==> config.mk <==
export PLATFORM = sky130hd
export DESIGN_NAME = gsim_sched
export DESIGN_NICKNAME = d
export VERILOG_FILES = /design/src/rtl/gsim_sched.sv
export SDC_FILE = /design/constraint.sdc
export NUM_CORES = 1
export LEC_CHECK = 0
export CORE_ASPECT_RATIO = 1.4
export CORE_MARGIN = 2
export CORE_UTILIZATION = 45
export DETAILED_ROUTE_END_ITERATION = 16
export DONT_BUFFER_PORTS = 1
export GPL_ROUTABILITY_DRIVEN = 0
export PLACE_DENSITY = 0.64
export SYNTH_ARGS = -nofsm -noshare
export SYNTH_HDL_FRONTEND = slang
export SYNTH_SLANG_ARGS = --single-unit
export TNS_END_PERCENT = 20
==> constraint.sdc <==
create_clock -name clk -period 3.4 [get_ports clk]
set_input_delay 0.85 -clock clk [delete_from_list [all_inputs] [get_ports clk]]
set_output_delay 0.85 -clock clk [all_outputs]
set_load 0.02 [all_outputs]
==> src/rtl/gsim_sched.sv <==
// Gauss-Seidel sweep scheduler: loads 16 b samples, issues N_ITER row sweeps to an
// external datapath, drains in-flight rows, then streams the x file out. Option: GSIM_EARLY_STOP_EN.
module gsim_sched #(
  parameter int          N_ITER = 70,
  parameter int          DP_LAT = 3,
  parameter logic [31:0] TOL    = 32'd16
) (
  input  logic        clk,
  input  logic        reset,
  input  logic        in_en,
  input  logic [15:0] b_in,
  output logic        out_valid,
  output logic [31:0] x_out,
  output logic        busy,
  output logic        dp_clear,
  input  logic        dp_ready,
  output logic        dp_issue,
  output logic [3:0]  dp_row,
  output logic [15:0] dp_b,
  input  logic        dp_ret_valid,
  input  logic [31:0] dp_ret_delta,
  output logic        dp_rd_en,
  output logic [3:0]  dp_rd_row,
  input  logic [31:0] dp_rd_data,
  output logic        err,
  output logic [1:0]  o_dbg_state
);

  localparam int SW = $clog2(N_ITER + 1);
  localparam int OW = $clog2(DP_LAT + 1);

  typedef enum logic [1:0] {
    RECV  = 2'd0,
    CALC  = 2'd1,
    DRAIN = 2'd2,
    SEND  = 2'd3
  } state_t;

  state_t          r_state, w_state_nxt;
  logic [3:0]      r_cnt, w_cnt_nxt;
  logic [SW-1:0]   r_sweep_cnt, w_sweep_nxt;
  logic [OW-1:0]   r_outstanding;
  logic            r_send_done, w_send_done_nxt;
  logic            r_out_valid;
  logic [31:0]     r_x_out;
  logic            r_err;
  logic [15:0]     r_b [16];
  logic            w_issue, w_clear, w_rd_en, w_ret_ok, w_early_stop;
  logic [3:0]      w_row;

  // Handshake: a row is issued in any CALC cycle where dp_ready is high and fewer than
  // DP_LAT rows are in flight; each dp_ret_valid retires one in-flight row.
  assign w_row    = {r_cnt[1:0], r_cnt[3:2]};
  assign w_ret_ok = dp_ret_valid && (r_outstanding != '0);

  always_comb begin
    w_state_nxt     = r_state;
    w_cnt_nxt       = r_cnt;
    w_sweep_nxt     = r_sweep_cnt;
    w_send_done_nxt = r_send_done;
    w_issue         = 1'b0;
    w_clear         = 1'b0;
    w_rd_en         = 1'b0;
    case (r_state)
      RECV: begin
        if (in_en) begin
          w_cnt_nxt = r_cnt + 4'd1;
          if (r_cnt == 4'd15) begin
            w_clear     = 1'b1;
            w_sweep_nxt = '0;
            w_state_nxt = CALC;
          end
        end
      end
      CALC: begin
        w_issue = dp_ready && (r_outstanding != OW'(DP_LAT));
        if (w_issue) begin
          w_cnt_nxt = r_cnt + 4'd1;
          if (r_cnt == 4'd15) begin
            if (r_sweep_cnt == SW'(N_ITER - 1)) begin
              w_sweep_nxt = '0;
              w_state_nxt = DRAIN;
            end else begin
              w_sweep_nxt = r_sweep_cnt + SW'(1);
            end
          end
        end
        if (w_early_stop) w_state_nxt = DRAIN;
      end
      DRAIN: begin
        // An early stop can leave cnt mid-sweep; SEND needs it at row 0.
        if (r_outstanding == '0) begin
          w_cnt_nxt       = 4'd0;
          w_send_done_nxt = 1'b0;
          w_state_nxt     = SEND;
        end
      end
      SEND: begin
        if (!r_send_done) begin
          w_rd_en   = 1'b1;
          w_cnt_nxt = r_cnt + 4'd1;
          if (r_cnt == 4'd15) w_send_done_nxt = 1'b1;
        end else begin
          w_send_done_nxt = 1'b0;
          w_state_nxt     = RECV;
        end
      end
      default: w_state_nxt = RECV;
    endcase
  end

  always_ff @(posedge clk or negedge reset) begin
    if (!reset) begin
      r_state       <= RECV;
      r_cnt         <= 4'd0;
      r_sweep_cnt   <= '0;
      r_outstanding <= '0;
      r_send_done   <= 1'b0;
      r_out_valid   <= 1'b0;
      r_x_out       <= 32'd0;
      r_err         <= 1'b0;
    end else begin
      r_state       <= w_state_nxt;
      r_cnt         <= w_cnt_nxt;
      r_sweep_cnt   <= w_sweep_nxt;
      r_send_done   <= w_send_done_nxt;
      r_outstanding <= r_outstanding + OW'(w_issue) - OW'(w_ret_ok);
      r_out_valid   <= w_rd_en;
      if (w_rd_en) r_x_out <= dp_rd_data;
      if (dp_ret_valid && (r_outstanding == '0)) r_err <= 1'b1;
    end
  end

  // b is a plain storage array with no reset; the next load overwrites it.
  always_ff @(posedge clk) begin
    if ((r_state == RECV) && in_en) r_b[r_cnt] <= b_in;
  end

`ifdef GSIM_EARLY_STOP_EN
  logic [31:0] r_max_delta, w_max_nxt;
  logic [3:0]  r_ret_cnt;

  assign w_max_nxt    = (dp_ret_delta > r_max_delta) ? dp_ret_delta : r_max_delta;
  assign w_early_stop = w_ret_ok && (r_ret_cnt == 4'd15) && (w_max_nxt < TOL) &&
                        (r_state == CALC);

  always_ff @(posedge clk or negedge reset) begin
    if (!reset) begin
      r_max_delta <= 32'd0;
      r_ret_cnt   <= 4'd0;
    end else if (w_clear) begin
      r_max_delta <= 32'd0;
      r_ret_cnt   <= 4'd0;
    end else if (w_ret_ok) begin
      r_ret_cnt   <= r_ret_cnt + 4'd1;
      r_max_delta <= (r_ret_cnt == 4'd15) ? 32'd0 : w_max_nxt;
    end
  end
`else
  logic w_unused_delta;
  assign w_unused_delta = ^dp_ret_delta;
  assign w_early_stop   = 1'b0;
`endif

  assign out_valid   = r_out_valid;
  assign x_out       = r_x_out;
  assign busy        = (r_state != RECV);
  assign dp_clear    = w_clear;
  assign dp_issue    = w_issue;
  assign dp_row      = w_row;
  assign dp_b        = r_b[w_row];
  assign dp_rd_en    = w_rd_en;
  assign dp_rd_row   = r_cnt;
  assign err         = r_err;
  assign o_dbg_state = r_state;

endmodule

==> results.toml, run 1 <==
[final_layout]
final_area_um2 = 13600
multi_input_area_um2 = 2910
syn_to_final_growth_pct = 13.2
fillCellCount = 2009
layout.nets = 703
fin_util_pct = 52.0
diodes = 0
seqCellArea_um2 = 8950
drive_gt1_share_pct = 33.3

[critical_path]
critPathLaunchType = "flop"
slowest_delay_ps = 580
crit_type = "reg -> out"
required_ps = 2550
cpMostUsedCell = "mux4_2"
cp-end-kind = "output port"
path_cells = "buf_4 -> mux4_2 -> mux4_2"
slowest_stage = "mux4_2"
critPathMaxFanout = 8
worst_ep_arrival_time_ps = 2480
r2r_setup_slack_ps = 940

[logic_synthesis]
synth_common_cells = "edfxtp_1 (256), mux4_2 (80), dfrtp_1 (50)"
yosysSeqAreaShare_pct = 74.4
synthCells = 563
synth.avg_cell_area_um2 = 21.4
postSynth.asyncResetShare_pct = 16.3
synth_nets = 660
synth.area.top_cells = "edfxtp_1 (64%), mux4_2 (15%), dfrtp_1 (10%)"
ys.flop_type = "edfxtp_1"
yosysMostFrequentCell = "edfxtp_1"
ys_types = 37
synth.cell_area_um2 = 12000
netlist.area_leader.share_pct = 64.0
yosys_warnings = 0
ys_seq_elements = 306
yosys.area.top_type = "edfxtp_1"
synth-edff-count = 256

[clock_network]
numCtsBuffers = 29
path_clk_slew_ps = 60
cts-root-buf = "clkbuf_16"
clock-sinks = 306
worstSkewPairLatency_ps = 540
clockBufferDepth = 3
cts_max_level = 1
cts_tree = "yes"

[floorplan]
initial_core_util_pct = 45.9
core-area_um2 = 26200
die_area_um2 = 28100
die_w_um = 142
die_y_um = 197
io_pins = 149
rows = 70

[route]
antenna_left = 0
drt-pass1-iter-count = 4
post_drt_wl_per_cell_um = 25.2
dr_total_vias = 5564
drtIter0Drc = 322
routed_wl_um = 24000
drc = 0
drt-vias-per-instance = 5.84

[grt]
grt_max_degree = 51
grt_pass1_vias = 6039
track_usage_pct = 17.4
antenna_found_initial = 0
grt_pass1_wl_um = 36100
grt_overflow = 0

[sta]
timing.final.hold_violations = 0
rsz0062_at_grt = "no"
post-route-period-util_pct = 97.8
setup_viol_count_final = 0
whs_ps = 143
maxSlewHeadroom_pct = 51.3
worstMarginPinSlew_ps = 729
drv_slew = 0
skew_ps = 6.68
min_period_ps = 3330
finalSetupTns_ps = 0
fmax_mhz = 301

[power_and_ir_drop]
peakVddDrop_v = 0.000452
p_total_w = 0.00984
leakagePower_nw = 4.77
cellPowerDensity_nw_per_um2 = 723

[run]
maxCapViolCount = 0

[min_path]
hold_class = "in -> async"

[placed_design]
port_buffers = 0
dp_hpwl_um = 14700
dpl_cell_area_um2 = 12600

[outcome]
status = "complete, no violations"
==> cell usage in the layout (no fill, tap or decap), types with 2 or more instances in the layout <==
cell type,instances
and2_1,8
clkbuf_16,29
buf_4,35
inv_1,9
nand2_1,11
nand3_1,3
clkinv_1,3
a2111o_1,2
ha_1,12
mux4_2,80
and3_1,4
mux2_2,34
edfxtp_1,256
xnor2_1,2
nor2_1,18
buf_12,5
clkbuf_1,8
nand4b_1,2
o21ai_0,11
dfrtp_1,48
a22o_1,5
bufinv_16,2
dfrtp_4,2
clkinv_2,6
nor2b_1,8
==> cells by family (layout without fill, tap and decap cells) <==
logic type | after synthesis | count (layout) | share of synthesized area (%)
flip-flops | 306 | 306 | 74.4
multiplexers | 115 | 115 | 18.3
AND/OR/NAND/NOR | 61 | 61 | 2.58
buffers and inverters | 40 | 105 | 1.49
AO/OA/AOI/OAI | 27 | 27 | 1.92
adder cells (fa/ha/maj) | 12 | 12 | 1.25
XOR/XNOR | 2 | 2 | 0.146
==> stage by stage <==
step / std cells / setup WS, ps
after floorplan: 563 / 524
after global placement: 895 / 328
after detailed placement: 895 / 318
after CTS: 952 / 30.2
after global routing: 952 / 12.2
final: 952 / 73.6
==> flip-flops by register name, summed over array words and instances (netlist names) <==
name / flops
o_dbg_state: 2
dp_rd_row: 4
x_out: 32
out_valid: 1
r_b: 256
r_outstanding: 2
r_send_done: 1
err: 1
r_sweep_cnt: 7
==> per-layer routing <==
metal / track usage (%) / vias to the layer above / share of wire [%] / routed length [um]
met2: 31.2 / 204 / 53 / 12700
met5: 0 / - / 0 / 0
li1: - / 2386 / - / -
met3: 4.48 / 47 / 7.5 / 1800
met4: 4.70 / 0 / 2.1 / 512
met1: 20.8 / 2927 / 37 / 8970
==> final cells by class <==
type,instances,share of cell area [%]
Sequential cell,306,65.8
Multi-Input combinational cell,217,21.4
Clock buffer,37,5.55
Clock inverter,16,1.05
Tap cell,324,2.98
Inverter,10,0.276
Timing Repair Buffer,42,2.98
==> repair_timing <==
action | CTS | global route
hold buffers | 1 | 0
endpoints found under the hold margin | 50 | 0
gates resized for setup | 1 | 0
setup endpoints to repair | 15 | 0
buffers inserted | 3 | 0
==> power breakdown <==
group,switching [W],leakage [nW],total (W),internal [W]
clock network,0.00134,0.438,0.00307,0.00173
registers,0.000181,2.96,0.00432,0.00414
logic,0.00123,1.37,0.00245,0.00122
total,0.00275,4.77,0.00984,0.00709
==> worst paths after layout <==
| path | start | endpoint | depth (start not counted) |
|---|---|---|---|
| worst max-delay path | dp_rd_row[2]$_DFFE_PN0P_ | dp_b[8] | 3 |
| worst min register to register | r_sweep_cnt[6]$_DFFE_PN0P_ | r_sweep_cnt[6]$_DFFE_PN0P_ | 1 |
| worst min-delay path | reset | r_sweep_cnt[0]$_DFFE_PN0P_ | 1 |
| min in group clk | b_in[6] | r_b[11][6]$_DFFE_PP_ | 0 |
| worst max register to register | o_dbg_state[0]$_DFFE_PN0P_ | dp_rd_row[2]$_DFFE_PN0P_ | 6 |
| max in group asynchronous | reset | x_out[0]$_DFFE_PN0P_ | 1 |
==> critical path: cells and delay by family, from the launching register on <==
kind,cells,cell delay [ps]
muxes,2,1130
buffers and inverters,1,250
DFF,1,550
Note: power is estimated with default switching activity, not from simulation.
==> run 2: changes to the inputs <==
--- a/config.mk
+++ b/config.mk
@@ -12,6 +12,7 @@
 export DONT_BUFFER_PORTS = 1
 export GPL_ROUTABILITY_DRIVEN = 0
 export PLACE_DENSITY = 0.64
+export SETUP_SLACK_MARGIN = 0.15
 export SYNTH_ARGS = -nofsm -noshare
 export SYNTH_HDL_FRONTEND = slang
 export SYNTH_SLANG_ARGS = --single-unit
==> run 2 against run 1 <==
Combinational power up 13%; die area unchanged; worst setup slack better by 89 ps; global-route usage up 0.28 points; highest routed layer unchanged; clock skew up 1.5 ps; core utilization up 0.69 points; design area up 1.3%.
==> results.toml, run 2 (synthesis gave the netlist of run 1 again) <==
[power_and_ir_drop]
leakagePower_nw = 4.86
peakVddDrop_v = 0.000465
cellPowerDensity_nw_per_um2 = 734
p_total_w = 0.0101

[final_layout]
diodes = 0
layout.nets = 711
multi_input_area_um2 = 2910
layout_common_cells = "edfxtp_1 (256), mux4_2 (80), dfrtp_1 (48), mux2_2 (34), buf_4 (34)"
syn_to_final_growth_pct = 14.7
drive_gt1_share_pct = 34.1
seqCellArea_um2 = 8950
largest-register = "r_b"
final_area_um2 = 13800
fin_util_pct = 52.6
fillCellCount = 1995
final_common_cell = "edfxtp_1"
largest_reg_flops = 256

[critical_path]
cp.buffers_inverters = 2
slowest_delay_ps = 590
crit_type = "reg -> out"
cpMostUsedCell = "mux4_2"
required_ps = 2550
path_cells = "buf_8 -> buf_12 -> mux4_2 -> mux4_2"
critPathLaunchType = "flop"
cp-end-kind = "output port"
critPathMaxFanout = 8
cp_top_family = "multiplexers"
worst_ep_arrival_time_ps = 2390
slowest_stage = "mux4_2"

[outcome]
status = "complete, no violations"

[route]
dr_total_vias = 5613
drt-vias-per-instance = 5.85
antenna_left = 0
post_drt_wl_per_cell_um = 25.6
drtIter0Drc = 355
drt-pass1-iter-count = 4
routed_wl_um = 24600
drc = 0

[sta]
drv_slew = 0
maxSlewHeadroom_pct = 51.6
layout_setup_ws_ps = 163
min_period_ps = 3240
post-route-period-util_pct = 95.2
skew_ps = 8.16
finalSetupTns_ps = 0
setup_viol_count_final = 0
worstMarginPinSlew_ps = 725
timing.final.hold_violations = 0
rsz0062_at_grt = "yes"
fmax_mhz = 309

[clock_network]
path_clk_slew_ps = 60
numCtsBuffers = 29
clockBufferDepth = 3
cts_tree = "yes"
clock-sinks = 306
cts-root-buf = "clkbuf_16"
cts_max_level = 1
worstSkewPairLatency_ps = 540

[placed_design]
dpl_cell_area_um2 = 12600
port_buffers = 0
dp_worst_setup_slack_ps = 318
dp_hpwl_um = 14700

[grt]
grt_pass1_wl_um = 36500
grt_pass1_vias = 6105
grt_overflow = 0
track_usage_pct = 17.7
grt_max_degree = 51
antenna_found_initial = 0

[floorplan]
core-area_um2 = 26200
die_area_um2 = 28100
initial_core_util_pct = 45.9
rows = 70
die_y_um = 197
io_pins = 149
die_w_um = 142

[min_path]
hold_class = "in -> async"

[run]
maxCapViolCount = 0
[run 2: changes by cell type in the layout (fill, tap and decap cells not counted), sizes merged]
cell    change
buf         +6
clkbuf      +2
[run 2: through the flow]
step	instances	hold WS, ps
3_5_place_dp	895	537
3_3_place_gp	895	521
6_report	960	146
4_1_cts	958	137
2_1_floorplan	563	485
5_1_grt	960	150
[run 2: final timing paths]
check | startpoint | to | slack (ps) | cells past startpoint
setup / recovery | dp_rd_row[2]$_DFFE_PN0P_ | dp_b[2] | 160 | 4
hold / removal | reset | r_sweep_cnt[0]$_DFFE_PN0P_ | 150 | 1
setup reg to reg | o_dbg_state[0]$_DFFE_PN0P_ | dp_rd_row[2]$_DFFE_PN0P_ | 950 | 6
hold reg to reg | r_sweep_cnt[6]$_DFFE_PN0P_ | r_sweep_cnt[6]$_DFFE_PN0P_ | 560 | 1
max in group asynchronous | reset | x_out[21]$_DFFE_PN0P_ | 3030 | 1
min in group clk | b_in[6] | r_b[11][6]$_DFFE_PP_ | 400 | 0
[run 2: area by class of cell]
type | count | area share [%]
Multi-Input combinational cell | 217 | 21.1
Sequential cell | 306 | 64.9
Inverter | 10 | 0.272
Timing Repair Buffer | 50 | 4.25
Tap cell | 324 | 2.94
Clock inverter | 16 | 1.03
Clock buffer | 37 | 5.48
[run 2: power breakdown]
part | internal, W | leakage, nW | switching (W) | total [W]
clock network | 0.00173 | 0.438 | 0.00134 | 0.00307
logic | 0.00143 | 1.46 | 0.00135 | 0.00278
registers | 0.00414 | 2.96 | 0.000140 | 0.00428
total | 0.00730 | 4.86 | 0.00282 | 0.0101
[run 2: worst register-to-register path: stages, from the launching register on]
cell,delay (ps)
dfrtp_1,530
inv_1,150
ha_1,360
nor2b_1,250
a2111o_1,480
or4b_1,500
o311ai_1,80
[run 2: what timing repair did]
action / 4_1_cts / 5_1_grt
gates resized for setup: 6 / 7
gates cloned: 1 / 2
buffers inserted: 8 / 0
hold endpoints to repair: 50 / 0
hold buffers: 1 / 0
setup endpoints to repair: 16 / 17
[run 2: routing by layer]
| layer | track usage, % | vias up | part of all wire (%) |
|---|---|---|---|
| met5 | 0 | - | 0 |
| met4 | 4.85 | 0 | 2.1 |
| met3 | 4.48 | 45 | 6.9 |
| met2 | 31.9 | 204 | 53 |
| met1 | 21.0 | 2962 | 38 |
| li1 | - | 2402 | - |
